**config.mk**
```make
export PLATFORM = sky130hd
export DESIGN_NAME = wb_trace_buffer
export DESIGN_NICKNAME = d
export VERILOG_FILES = /design/src/rtl/wb_trace_buffer.sv
export SDC_FILE = /design/constraint.sdc
export NUM_CORES = 1
export LEC_CHECK = 0
export ABC_AREA = 1
export BUFFER_PORTS_ARGS = -buffer_cell sky130_fd_sc_hd__clkbuf_2
export CORE_AREA = 4 4 259 261
export DETAILED_ROUTE_END_ITERATION = 10
export DIE_AREA = 0 0 263 265
export PLACE_DENSITY = 0.78
export SETUP_SLACK_MARGIN = 0.4
export SYNTH_ARGS = -nofsm -noshare
export SYNTH_HDL_FRONTEND = slang
export SYNTH_SLANG_ARGS = --single-unit
```
**constraint.sdc**
```tcl
create_clock -name clock -period 6.6 [get_ports clock]
set_input_delay 0.66 -clock clock [delete_from_list [all_inputs] [get_ports clock]]
set_output_delay 0.66 -clock clock [all_outputs]
set_load 0.02 [all_outputs]
```
**src/rtl/wb_trace_buffer.sv**
```systemverilog
// Register-file writeback trace buffer: arm/trigger/capture FSM feeding a FIFO
// drained through a valid/ready port, with saturating overflow accounting.
module wb_trace_buffer #(
    parameter int unsigned DEPTH    = 16,
    parameter int unsigned CAPT_MAX = 256,
    parameter int unsigned SKIP_R0  = 1
) (
    input  logic                     clock,
    input  logic                     reset,
    input  logic                     sample_tick,
    input  logic                     ctrl_writeEnable,
    input  logic [4:0]               ctrl_writeReg,
    input  logic [31:0]              data_writeReg,
    input  logic [11:0]              address_imem,
    input  logic                     arm,
    input  logic                     stop,
    input  logic [4:0]               trig_reg,
    input  logic                     trig_any,
    output logic                     out_valid,
    input  logic                     out_ready,
    output logic [48:0]              out_entry,
    output logic [1:0]               state,
    output logic [$clog2(DEPTH):0]   fill,
    output logic [15:0]              drop_count,
    output logic                     overflow
);

    localparam int unsigned AW = $clog2(DEPTH);
    localparam int unsigned FW = AW + 1;
    localparam int unsigned CW = $clog2(CAPT_MAX + 1);
    localparam int unsigned EW = 49;

    typedef enum logic [1:0] {
        S_IDLE    = 2'b00,
        S_ARMED   = 2'b01,
        S_CAPTURE = 2'b10,
        S_DONE    = 2'b11
    } state_t;

    state_t          r_state;
    logic [CW-1:0]   r_count;
    logic [15:0]     r_drop;
    logic            r_ovf;

    logic [EW-1:0]   r_mem [DEPTH];
    logic [AW-1:0]   r_wptr;
    logic [AW-1:0]   r_rptr;
    logic [FW-1:0]   r_fill;
    logic            r_out_valid;
    logic [EW-1:0]   r_out_entry;

    logic            w_qual;
    logic            w_trig;
    logic            w_capture;
    logic            w_full;
    logic            w_pop;
    logic            w_push_ok;
    logic            w_drop;
    logic            w_last;
    logic [EW-1:0]   w_entry;
    logic [AW-1:0]   w_rptr_nxt;
    logic [FW-1:0]   w_fill_nxt;
    logic [EW-1:0]   w_head_nxt;

    assign w_qual  = sample_tick & ctrl_writeEnable
                   & ~((SKIP_R0 != 0) && (ctrl_writeReg == 5'd0));
    assign w_trig  = w_qual & (trig_any | (ctrl_writeReg == trig_reg));
    assign w_entry = {address_imem, ctrl_writeReg, data_writeReg};

    // arm and stop both pre-empt capture on the cycle they are asserted
    assign w_capture = ~arm & ~stop
                     & (((r_state == S_ARMED) & w_trig) | ((r_state == S_CAPTURE) & w_qual));
    assign w_last    = (r_count + CW'(1)) == CW'(CAPT_MAX);

    assign w_full     = (r_fill == FW'(DEPTH));
    assign w_pop      = r_out_valid & out_ready;
    assign w_push_ok  = w_capture & (~w_full | w_pop);
    assign w_drop     = w_capture & w_full & ~w_pop;
    assign w_rptr_nxt = w_pop ? (r_rptr + AW'(1)) : r_rptr;
    assign w_fill_nxt = r_fill + FW'(w_push_ok) - FW'(w_pop);

    // Next head: bypass the incoming entry when it lands exactly at the new read slot
    always_comb begin
        w_head_nxt = '0;
        if (w_fill_nxt != '0) begin
            if (w_push_ok && (w_rptr_nxt == r_wptr)) begin
                w_head_nxt = w_entry;
            end else begin
                w_head_nxt = r_mem[w_rptr_nxt];
            end
        end
    end

    always_ff @(posedge clock or negedge reset) begin
        if (!reset) begin
            r_state <= S_IDLE;
            r_count <= '0;
            r_drop  <= '0;
            r_ovf   <= 1'b0;
        end else if (arm) begin
            r_state <= S_ARMED;
            r_count <= '0;
            r_drop  <= '0;
            r_ovf   <= 1'b0;
        end else if (stop && ((r_state == S_ARMED) || (r_state == S_CAPTURE))) begin
            r_state <= S_DONE;
        end else if (w_capture) begin
            r_count <= r_count + CW'(1);
            r_state <= w_last ? S_DONE : S_CAPTURE;
            if (w_drop) begin
                r_ovf <= 1'b1;
                if (r_drop != 16'hFFFF) begin
                    r_drop <= r_drop + 16'd1;
                end
            end
        end
    end

    always_ff @(posedge clock) begin
        if (w_push_ok) begin
            r_mem[r_wptr] <= w_entry;
        end
    end

    always_ff @(posedge clock or negedge reset) begin
        if (!reset) begin
            r_wptr      <= '0;
            r_rptr      <= '0;
            r_fill      <= '0;
            r_out_valid <= 1'b0;
            r_out_entry <= '0;
        end else begin
            if (w_push_ok) begin
                r_wptr <= r_wptr + AW'(1);
            end
            r_rptr      <= w_rptr_nxt;
            r_fill      <= w_fill_nxt;
            r_out_valid <= (w_fill_nxt != '0);
            r_out_entry <= w_head_nxt;
        end
    end

    assign state      = r_state;
    assign fill       = r_fill;
    assign drop_count = r_drop;
    assign overflow   = r_ovf;
    assign out_valid  = r_out_valid;
    assign out_entry  = r_out_entry;

endmodule
```
# After elaboration in Yosys (flattened, before gate mapping)
# Memories as Yosys holds them, arrays and structs flattened.
# Cells that the tools add are included.
classes:
  addsub: 6
  mul: 0
  n_div: 0
  n_lt_le_gt_ge: 0
  eq_ne: 8
  n_shift: 0
  muxes: 21
  bitwise_logic: 19
  reduce_logical: 12
ops:
  columns: ["operator", "count"]
  rows:
  - ["$mux W49", 2]
  - ["$mux W16", 5]
  - ["$mux W9", 3]
  - ["$add A16 B1 Y16 const B", 1]
  - ["$ne A16 B16 Y1 const B", 1]
  - ["$and A1 B1 Y1", 11]
  - ["$add A9 B1 Y9 const B", 1]
  - ["$eq A9 B9 Y1 const B", 1]
  - ["$add A4 B1 Y4 const B", 2]
  - ["$mux W1", 7]
  - ["$mux W2", 3]
  - ["$reduce_bool A2 Y1", 3]
  - ["$add A5 B1 Y5", 1]
  - ["$eq A5 B5 Y1", 1]
  - ["$eq A5 B5 Y1 const B", 1]
  - ["$logic_not A5 Y1", 1]
  - ["$not A1 Y1", 5]
  - ["$reduce_bool A5 Y1", 1]
  - ["$sub A5 B1 Y5", 1]
  - ["$eq A4 B4 Y1", 1]
  - ["$mux W4", 1]
  - ["$reduce_and A4 Y1", 1]
  - ["$or A1 B1 Y1", 3]
  - ["$reduce_and A3 Y1", 1]
  - ["7 further kinds", 8]
word_totals:
  register_bits: 91
  latch_bits: 0
  ramBits: 784
  romBits: 0
  inputBits: 62
  output_inout_bits: 74
  wordCells: 76
  memories: 1
mem_list:
  columns: ["name", "words", "width", "read_ports", "rd_ports_with_merged_regs", "wr", "line_no", "rtl"]
  rows:
  - ["r_mem", 16, 49, 1, 0, 1, "45", "logic [EW-1:0] r_mem [DEPTH];"]

# Depth between registers and ports, before layout
# Gate-level depths: netlist of run 1.
logic_depth:
  word_depth: 13
  mapped_depth: 20
  depth_no_buf: 19

# Worst setup path after synthesis of run 1
# OpenSTA, ideal clock, no wires.
synth_path:
  path_type: "input to register"
  from: "in arm"
  to: "mem r_mem[0][0] (enable)"
  setup_ns: 0.456
  t_arrival_ns: 3.654
  t_required_ns: 6.144
  slack_ns: 2.490
  cell_stages: 8
  path_buffers: 1
  path_cell_list: "clkbuf_1 -> inv_1 -> nand4_1 -> inv_1 -> nand3_1 -> inv_1 -> nand2_1 -> nor2_1"
synth_between:
  elab_chain_cells: 6
synth_rtl:
  columns: ["item", "line_no", "rtl"]
  rows:
  - ["start: declaration", "15", "input logic arm,"]
  - ["$not A1 Y1", "71", "assign w_capture = ~arm & ~stop"]
  - ["$and A1 B1 Y1", "71", null]
  - ["$and A1 B1 Y1", "72", "& (((r_state == S_ARMED) & w_trig) | ((r_state == S_CAPTURE) & w_qual));"]
  - ["$and A1 B1 Y1", "77", "assign w_push_ok = w_capture & (~w_full | w_pop);"]
  - ["$mux W1", "120", "if (w_push_ok) begin"]
  - ["$mux W1 (implied by the code)", "121", "r_mem[r_wptr] <= w_entry;"]
  - ["end: declaration", "45", null]
# Every way passes these cells.

# Final worst setup path of run 1
layout_path:
  from: "in arm"
  to: "reg r_out_entry[18] (netlist: out_entry[18])"
layout_between:
  elab_chain_cells: 8
  elab_cells_between_ends: 10
  cone_classes: "add/sub: 2; mux: 2; bitwise: 4; reduce/logical: 2"
layout_rtl:
  columns: ["item", "line_no", "rtl"]
  rows:
  - ["$not A1 Y1", "71", null]
  - ["$and A1 B1 Y1", "71", null]
  - ["$and A1 B1 Y1", "72", null]
  - ["$and A1 B1 Y1", "77", null]
  - ["$add A5 B1 Y5", "80", "assign w_fill_nxt = r_fill + FW'(w_push_ok) - FW'(w_pop);"]
  - ["$sub A5 B1 Y5", "80", null]
  - ["net w_fill_nxt[4]", "62", "logic [FW-1:0] w_fill_nxt;"]
  - ["$reduce_bool A5 Y1", "85", "if (w_fill_nxt != '0) begin"]
  - ["$mux W49", "85", null]
  - ["net w_head_nxt[18]", "63", "logic [EW-1:0] w_head_nxt;"]
  - ["end signal: assignment", "139", "r_out_entry <= w_head_nxt;"]
  - ["end: declaration", "50", "logic [EW-1:0] r_out_entry;"]
# The timed path passes the listed nets, and every way through them passes these cells.
# A chain may end at the register's enable or synchronous reset.

==> results of run 1 <==
## path summary, 6_finish.rpt
path / to / slack (ps) / start / cells after the start
min in group asynchronous: r_count[8] / 530 / reset / 2
max in group asynchronous: out_entry[18] / 4730 / reset / 3
max: out_entry[18] / 1970 / arm / 17
max reg2reg: out_entry[18] / 2010 / fill[3] / 17
min reg2reg: r_count[0] / 510 / r_count[0] / 1
min: r_mem[7][8] / 440 / data_writeReg[8] / 1
## flip-flops by register name, summed over array words and instances (netlist names)
register    flops
r_mem         784
r_wptr          4
fill            5
r_count         9
state           2
drop_count     16
r_rptr          4
out_entry      49
out_valid       1
overflow        1
## cell families (layout without fill, tap and decap cells)
logic type,count (synthesis),count (layout),share of synthesized area [%]
buffers and inverters,266,417,3.18
other,0,1,0
AOI/OAI and AO/OA,30,30,0.471
adders and majority gates,16,16,0.579
and+or+nand+nor,1930,1930,23.3
DFF,875,875,72.0
xor gates and xnor gates,19,19,0.464
## layout make-up
class / count / share of cell area, %
diodes: 1 / 0.00623
multi-input cells: 1995 / 22.6
clock buffers: 109 / 5.70
repair buffers: 180 / 2.69
flip-flops and latches: 875 / 64.2
well taps: 855 / 2.66
clock inverters: 48 / 1.30
inverters: 80 / 0.785
## layer usage
layer | track usage [%] | vias up | routed length [um]
met1 | 33.6 | 11600 | 33700
li1 | - | 11100 | -
met5 | 0 | - | 39
met4 | 8.68 | 6 | 2840
met3 | 4.44 | 219 | 8470
met2 | 41.3 | 1281 | 44000
## power breakdown
part           switching, mW  total, mW  internal (mW)
clock                   2.02       4.88           2.85
sequential             0.156       6.46           6.30
combinational           4.82       6.80           1.99
total                   6.99       18.1           11.1
## stage by stage
step / power (mW) / hold WS (ps) / area (um^2) / util, %
5_1_grt: 19.2 / 451 / 40200 / 62.3
6_report: 18.1 / 436 / 40200 / 62.3
3_5_place_dp: 13.3 / 495 / 37400 / 58.0
4_1_cts: 18.2 / 401 / 40200 / 62.3
3_3_place_gp: 13.1 / 488 / 37400 / 58.0
2_1_floorplan: 11.3 / 364 / 35900 / -
## Yosys cell counts, types with 5 or more instances
cell,count,area (um^2)
sky130_fd_sc_hd__edfxtp_1,784,23500
sky130_fd_sc_hd__nor2_1,149,559
sky130_fd_sc_hd__o21ai_0,11,55.1
sky130_fd_sc_hd__inv_1,75,282
sky130_fd_sc_hd__ha_1,15,188
sky130_fd_sc_hd__buf_1,22,82.6
sky130_fd_sc_hd__nor3_1,5,25.0
sky130_fd_sc_hd__xor2_1,15,131
sky130_fd_sc_hd__buf_2,109,546
sky130_fd_sc_hd__a21oi_1,8,40.0
sky130_fd_sc_hd__clkbuf_1,53,199
sky130_fd_sc_hd__dfrtp_1,91,2280
sky130_fd_sc_hd__nand3_1,723,3620
sky130_fd_sc_hd__and2_1,10,62.6
sky130_fd_sc_hd__nand2_1,975,3660
sky130_fd_sc_hd__inv_2,5,18.8
sky130_fd_sc_hd__and2_0,19,119
sky130_fd_sc_hd__nand4_1,36,225
## worst max-delay path: cells and delay by family
kind            cells  cell delay [ps]
simple gates        5             1400
xor+xnor            1              170
compound gates      2              240
fa+ha+maj           3             1060
buf+inv             6             1580
==> impl_table.tex, run 1 <==
\begin{tabular}{lr}
\hline
Metric & Value \\
\hline
\multicolumn{2}{l}{\textbf{Timing}} \\
\quad Hold Vio Cnt, Final & 0 \\
\quad Relative max-transition margin & 24.4\% \\
\quad Worst-case setup margin in the final layout & 1970 ps \\
\quad Final period utilization & 70.1\% \\
\quad Maximum clock skew at final layout & 19.4 ps \\
\quad Setup repair after global routing missed its margin & no \\
\quad Final count of negative-setup-slack endpoints & 0 \\
\quad Min cycle time layout & 4630 ps \\
\quad Actual slew at the worst max-slew pin & 1130 ps \\
\quad Final TNS setup & 0 ps \\
\quad Maximum clock frequency & 0.216 GHz \\
\quad Final Max Tran Viols & 0 \\
\multicolumn{2}{l}{\textbf{Routing}} \\
\quad Avg WL per Cell & 21.5 um \\
\quad Via count of the routed design & 24200 \\
\quad Total routed wirelength & 89000 um \\
\quad DR iter-0 viols & 3201 \\
\quad Remaining number of nets flagged by the antenna check after routing & 0 \\
\quad TritonRoute pass-1 iters & 6 \\
\quad Average via count per standard cell & 5.85 \\
\quad DRC violation count after routing & 0 \\
\multicolumn{2}{l}{\textbf{Setup path}} \\
\quad Critical-path cell list & clkbuf\_2, inv\_1, nand4\_1, inv\_1, nand3\_1, ha\_1, inv\_1, ha\_1, fa\_1, a21oi\_1, o21bai\_1, xnor2\_1, inv\_1, nand2\_2, buf\_4, nand2\_1, nor2\_1 \\
\quad Cell mode on critical path & sky130\_fd\_sc\_hd\_\_inv\_1 \\
\quad Startpoint types & input port \\
\quad Arrival @ worst endpoint & 5170 ps \\
\quad Highest net fanout along the worst path & 25 \\
\quad Max stage delay on crit path & 590 ps \\
\quad Type of destination of the critical path & flop \\
\quad CP Data Required Time & 7140 ps \\
\quad Setup Crit Path Kind & in2reg \\
\quad Slowest cell on the critical path & sky130\_fd\_sc\_hd\_\_inv\_1 \\
\multicolumn{2}{l}{\textbf{Placement}} \\
\quad Final GP Congestion & 0.837 \\
\quad Number of buffers added on ports & 135 \\
\quad Number of instances in the placed design & 3984 \\
\quad DPL Wire Length & 45500 um \\
\quad Post-Place Worst Slack & 1370 ps \\
\multicolumn{2}{l}{\textbf{Layout}} \\
\quad P\&R area growth vs syn & 12.0\% \\
\quad Layout fillers & 4721 \\
\quad Commonest non-fill, non-tap cell in the layout & sky130\_fd\_sc\_hd\_\_nand2\_1 \\
\quad Nets@finish & 3297 \\
\quad Combined area of the multi-input logic cells & 0.00909 mm\^{}2 \\
\quad Sequential cell area & 0.0258 mm\^{}2 \\
\quad Fraction of final layout cells with drive strength greater than 1 & 10.2\% \\
\quad Commonest non-fill, non-tap cells in the layout & sky130\_fd\_sc\_hd\_\_nand2\_1, sky130\_fd\_sc\_hd\_\_edfxtp\_1, sky130\_fd\_sc\_hd\_\_nand3\_1 \\
\quad Final non-filler cell total & 4143 \\
\multicolumn{2}{l}{\textbf{Global route}} \\
\quad Total grt overflow & 0 \\
\quad First-pass GRT wire length & 135000 um \\
\quad Number of antenna violations at the first check in global routing & 5 \\
\quad Vias in the first global route & 23200 \\
\quad Pin count of the biggest net entering global routing & 186 \\
\quad Overall track demand over capacity in global routing & 24.9\% \\
\multicolumn{2}{l}{\textbf{Logic synthesis}} \\
\quad Synth async-reset ratio & 10.4\% \\
\quad Netlist area before placement & 0.0359 mm\^{}2 \\
\quad Yosys warning count & 0 \\
\quad Register bit count reported by yosys & 875 \\
\quad Sequential element share of the synthesized area & 72.0\% \\
\quad Mean area per synthesized cell & 11.4 um\^{}2 \\
\quad EDFF count, synth & 784 \\
\quad Nets in the synthesized netlist & 3214 \\
\quad Cell variety after synth & 33 \\
\quad Synth Instances & 3136 \\
\quad Top flip-flop cell by instance count after synthesis & sky130\_fd\_sc\_hd\_\_edfxtp\_1 \\
\multicolumn{2}{l}{\textbf{Clock network}} \\
\quad Post-CTS sizing & 0 \\
\quad Clock tree buffer depth & 3 \\
\quad Clock latency on the worst-skew pair & 640 ps \\
\quad Cts-stage hold buffer count & 1 \\
\quad Clock-pin slew on the worst setup and hold paths & 60 ps \\
\quad Clk sink count & 875 \\
\quad Clock buffers created by TritonCTS & 87 \\
\quad Clock Tree Root & sky130\_fd\_sc\_hd\_\_clkbuf\_16 \\
\quad H-tree level count & 3 \\
\quad CTS tree & done \\
\quad Setup bufs post-CTS & 0 \\
\multicolumn{2}{l}{\textbf{Floorplanning}} \\
\quad Area of the die & 0.0697 mm\^{}2 \\
\quad Number of top-level design ports & 136 \\
\quad FP Rows & 93 \\
\quad Initial standard-cell utilization of the core & 55.6\% \\
\quad Die Wd & 263 um \\
\quad Die height & 265 um \\
\quad Core Area & 0.0645 mm\^{}2 \\
\multicolumn{2}{l}{\textbf{Power and ir drop}} \\
\quad PD cells & 451 mW/mm\^{}2 \\
\quad Maximum vdd drop & 0.543 mV \\
\quad Leakage power figure & 15.2 nW \\
\multicolumn{2}{l}{\textbf{Flow run}} \\
\quad Number of violations of the max-capacitance limit & 0 \\
\multicolumn{2}{l}{\textbf{Hold path}} \\
\quad HP Class & in2reg \\
\multicolumn{2}{l}{\textbf{Status}} \\
\quad Outcome & complete, no violations \\
\hline
\end{tabular}
Power figures use the tool's default switching activity.
==> inputs of run 2 (changes only) <==
--- a/config.mk
+++ b/config.mk
@@ -10,7 +10,7 @@
 export CORE_AREA = 4 4 259 261
 export DETAILED_ROUTE_END_ITERATION = 10
 export DIE_AREA = 0 0 263 265
-export PLACE_DENSITY = 0.78
+export PLACE_DENSITY = 0.8
 export SETUP_SLACK_MARGIN = 0.4
 export SYNTH_ARGS = -nofsm -noshare
 export SYNTH_HDL_FRONTEND = slang
==> constraint.sdc (replaced) <==
create_clock -name clock -period 4 [get_ports clock]
set_input_delay 0.4 -clock clock [delete_from_list [all_inputs] [get_ports clock]]
set_output_delay 0.4 -clock clock [all_outputs]
set_load 0.02 [all_outputs]
==> run 2 against run 1 <==
First-iteration DRC count grew 1.9%. Die area is the same. Design area grew 0.73%. Largest cell class unchanged.
==> impl_table.tex, run 2 (synthesized netlist as in run 1, its figures left out) <==
\begin{tabular}{lr}
\hline
Metric & Value \\
\hline
\multicolumn{2}{l}{\textbf{Power and ir drop}} \\
\quad Maximum vdd drop & 0.823 mV \\
\quad Net switching fraction of the power & 38.7\% \\
\quad Share of power burned in combinational logic & 38.3\% \\
\quad Leakage power figure & 15.3 nW \\
\quad Post-layout power & 30.0 mW \\
\quad Cell-internal power & 18.4 mW \\
\quad PD cells & 741 mW/mm\^{}2 \\
\quad Switching Power & 11.6 mW \\
\quad Clock power frac & 26.4\% \\
\quad Share of power burned in registers & 35.4\% \\
\multicolumn{2}{l}{\textbf{Clock network}} \\
\quad Clk sink count & 875 \\
\quad Clock buffers created by TritonCTS & 85 \\
\quad Clock Tree Root & sky130\_fd\_sc\_hd\_\_clkbuf\_16 \\
\quad Post-CTS sizing & 0 \\
\quad Setup bufs post-CTS & 0 \\
\quad Clock tree buffer depth & 3 \\
\quad CTS tree & done \\
\quad Clock-pin slew on the worst setup and hold paths & 70 ps \\
\quad Cts-stage hold buffer count & 1 \\
\quad H-tree level count & 3 \\
\quad Clock latency on the worst-skew pair & 650 ps \\
\multicolumn{2}{l}{\textbf{Layout}} \\
\quad Fraction of final layout cells with drive strength greater than 1 & 10.8\% \\
\quad Final standard cell utilization of the core & 62.8\% \\
\quad Largest reg by FF count & r\_mem \\
\quad Commonest non-fill, non-tap cell in the layout & sky130\_fd\_sc\_hd\_\_nand2\_1 \\
\quad Flip-flop count of the largest register, all copies and words added & 784 \\
\quad Commonest non-fill, non-tap cells in the layout & sky130\_fd\_sc\_hd\_\_nand2\_1, sky130\_fd\_sc\_hd\_\_edfxtp\_1, sky130\_fd\_sc\_hd\_\_nand3\_1 \\
\quad Nets@finish & 3316 \\
\quad P\&R area growth vs syn & 12.9\% \\
\multicolumn{2}{l}{\textbf{Setup path}} \\
\quad Worst reg2reg setup slack & 840 ps \\
\quad Highest net fanout along the worst path & 50 \\
\quad Setup Crit Path Kind & in2reg \\
\quad Type of destination of the critical path & flop \\
\quad Reg-to-Reg Start & state[1] \\
\quad Depth of the worst register-to-register path & 17 \\
\quad Timing endpoint of the critical path & out\_entry[1] \\
\quad Worst reg2reg path endpoint & out\_entry[1] \\
\quad Startpoint types & input port \\
\quad Critical Path Source & ctrl\_writeReg[3] \\
\quad Arrival @ worst endpoint & 3740 ps \\
\quad CP Data Required Time & 4570 ps \\
\multicolumn{2}{l}{\textbf{Global route}} \\
\quad Number of antenna violations at the first check in global routing & 5 \\
\quad Total grt overflow & 0 \\
\quad Pin count of the biggest net entering global routing & 200 \\
\quad Vias in the first global route & 23800 \\
\quad Overall track demand over capacity in global routing & 25.1\% \\
\quad First-pass GRT wire length & 136000 um \\
\multicolumn{2}{l}{\textbf{Floorplanning}} \\
\quad Die height & 265 um \\
\quad FP Rows & 93 \\
\quad Die Wd & 263 um \\
\quad Core Area & 0.0645 mm\^{}2 \\
\quad Initial standard-cell utilization of the core & 55.6\% \\
\quad Number of top-level design ports & 136 \\
\quad Area of the die & 0.0697 mm\^{}2 \\
\multicolumn{2}{l}{\textbf{Routing}} \\
\quad DR iter-0 viols & 3263 \\
\quad TritonRoute pass-1 iters & 5 \\
\quad Avg WL per Cell & 21.5 um \\
\quad Total routed wirelength & 89600 um \\
\quad Average via count per standard cell & 5.89 \\
\quad DRC violation count after routing & 0 \\
\quad Via count of the routed design & 24600 \\
\quad Remaining number of nets flagged by the antenna check after routing & 0 \\
\multicolumn{2}{l}{\textbf{Hold path}} \\
\quad HP Class & in2reg \\
\quad Hold Path Origin & ctrl\_writeReg[1] \\
\multicolumn{2}{l}{\textbf{Timing}} \\
\quad Maximum clock frequency & 0.316 GHz \\
\quad Actual slew at the worst max-slew pin & 1060 ps \\
\quad Final TNS setup & 0 ps \\
\quad Final count of negative-setup-slack endpoints & 0 \\
\quad Minimum hold slack & 87.0 ps \\
\quad Min cycle time layout & 3170 ps \\
\quad Relative max-transition margin & 29.5\% \\
\quad Hold Vio Cnt, Final & 0 \\
\quad Final period utilization & 79.1\% \\
\quad Final Max Tran Viols & 0 \\
\quad Maximum clock skew at final layout & 25.9 ps \\
\quad Setup repair after global routing missed its margin & no \\
\multicolumn{2}{l}{\textbf{Flow run}} \\
\quad Number of violations of the max-capacitance limit & 0 \\
\multicolumn{2}{l}{\textbf{Placement}} \\
\quad Number of buffers added on ports & 135 \\
\quad Final GP Congestion & 0.851 \\
\quad DPL Wire Length & 46000 um \\
\multicolumn{2}{l}{\textbf{Status}} \\
\quad Outcome & complete, no violations \\
\hline
\end{tabular}
==> run 2: how the worst min path moves through the flow <==
stage / end / slack (ps) / cells past startpoint
after floorplan: drop_count[0] / 100 / 0
after global placement: r_count[0] / 490 / 1
after detailed placement: r_count[0] / 510 / 1
after CTS: r_mem[10][33] / 60 / 1
after global routing: r_mem[8][33] / 70 / 1
final: r_mem[10][33] / 90 / 1
==> run 2: layout make-up <==
class                           instances  area (um^2)
Antenna cell                            5         12.5
Sequential cell                       875        25800
Multi-Input combinational cell       1995         9090
Timing Repair Buffer                  201         1410
Clock buffer                          114         2310
Inverter                               80          315
Fill cell                            4651        24000
Clock inverter                         44          452
Tap cell                              855         1070
==> run 2: critical path: stages <==
cell	delay, ps
sky130_fd_sc_hd__clkbuf_2	260
sky130_fd_sc_hd__inv_1	150
sky130_fd_sc_hd__nand2_1	60
sky130_fd_sc_hd__nand2_1	60
sky130_fd_sc_hd__nand2_1	50
sky130_fd_sc_hd__o21bai_1	220
sky130_fd_sc_hd__nand2_1	150
sky130_fd_sc_hd__nand2_1	120
sky130_fd_sc_hd__nand3_1	110
sky130_fd_sc_hd__ha_1	310
sky130_fd_sc_hd__inv_1	50
sky130_fd_sc_hd__ha_1	200
sky130_fd_sc_hd__fa_1	420
sky130_fd_sc_hd__a21oi_1	140
sky130_fd_sc_hd__o21bai_1	90
sky130_fd_sc_hd__xnor2_1	180
sky130_fd_sc_hd__inv_1	70
sky130_fd_sc_hd__nand2_2	80
sky130_fd_sc_hd__buf_12	310
sky130_fd_sc_hd__nand2_1	110
sky130_fd_sc_hd__nor2_1	150
==> run 2: routing by layer <==
layer / up-vias / routed length (um) / GRT usage [%]
li1: 11100 / - / -
met1: 11900 / 34300 / 33.2
met2: 1329 / 43800 / 41.5
met3: 230 / 8230 / 4.96
met4: 2 / 3320 / 10.0
met5: - / 20 / 0
==> run 2: power groups by stage <==
| stage | Combinational (mW) | Sequential [mW] | Clock (mW) |
|---|---|---|---|
| after floorplan | 7.57 | 11.1 | 0 |
| after global placement | 11.0 | 10.8 | 0 |
| after detailed placement | 11.3 | 10.8 | 0 |
| after CTS | 11.4 | 10.6 | 7.99 |
| after global routing | 12.6 | 10.7 | 8.39 |
| final | 11.5 | 10.6 | 7.91 |
==> run 2: metrics by stage <==
stage	instance area, um^2	instances	setup WS, ps
global placement	37700	4005	401
floorplan	35900	3136	131
detailed placement	37700	4005	255
finish	40500	4169	834
CTS	40500	4164	848
global route	40500	4165	585
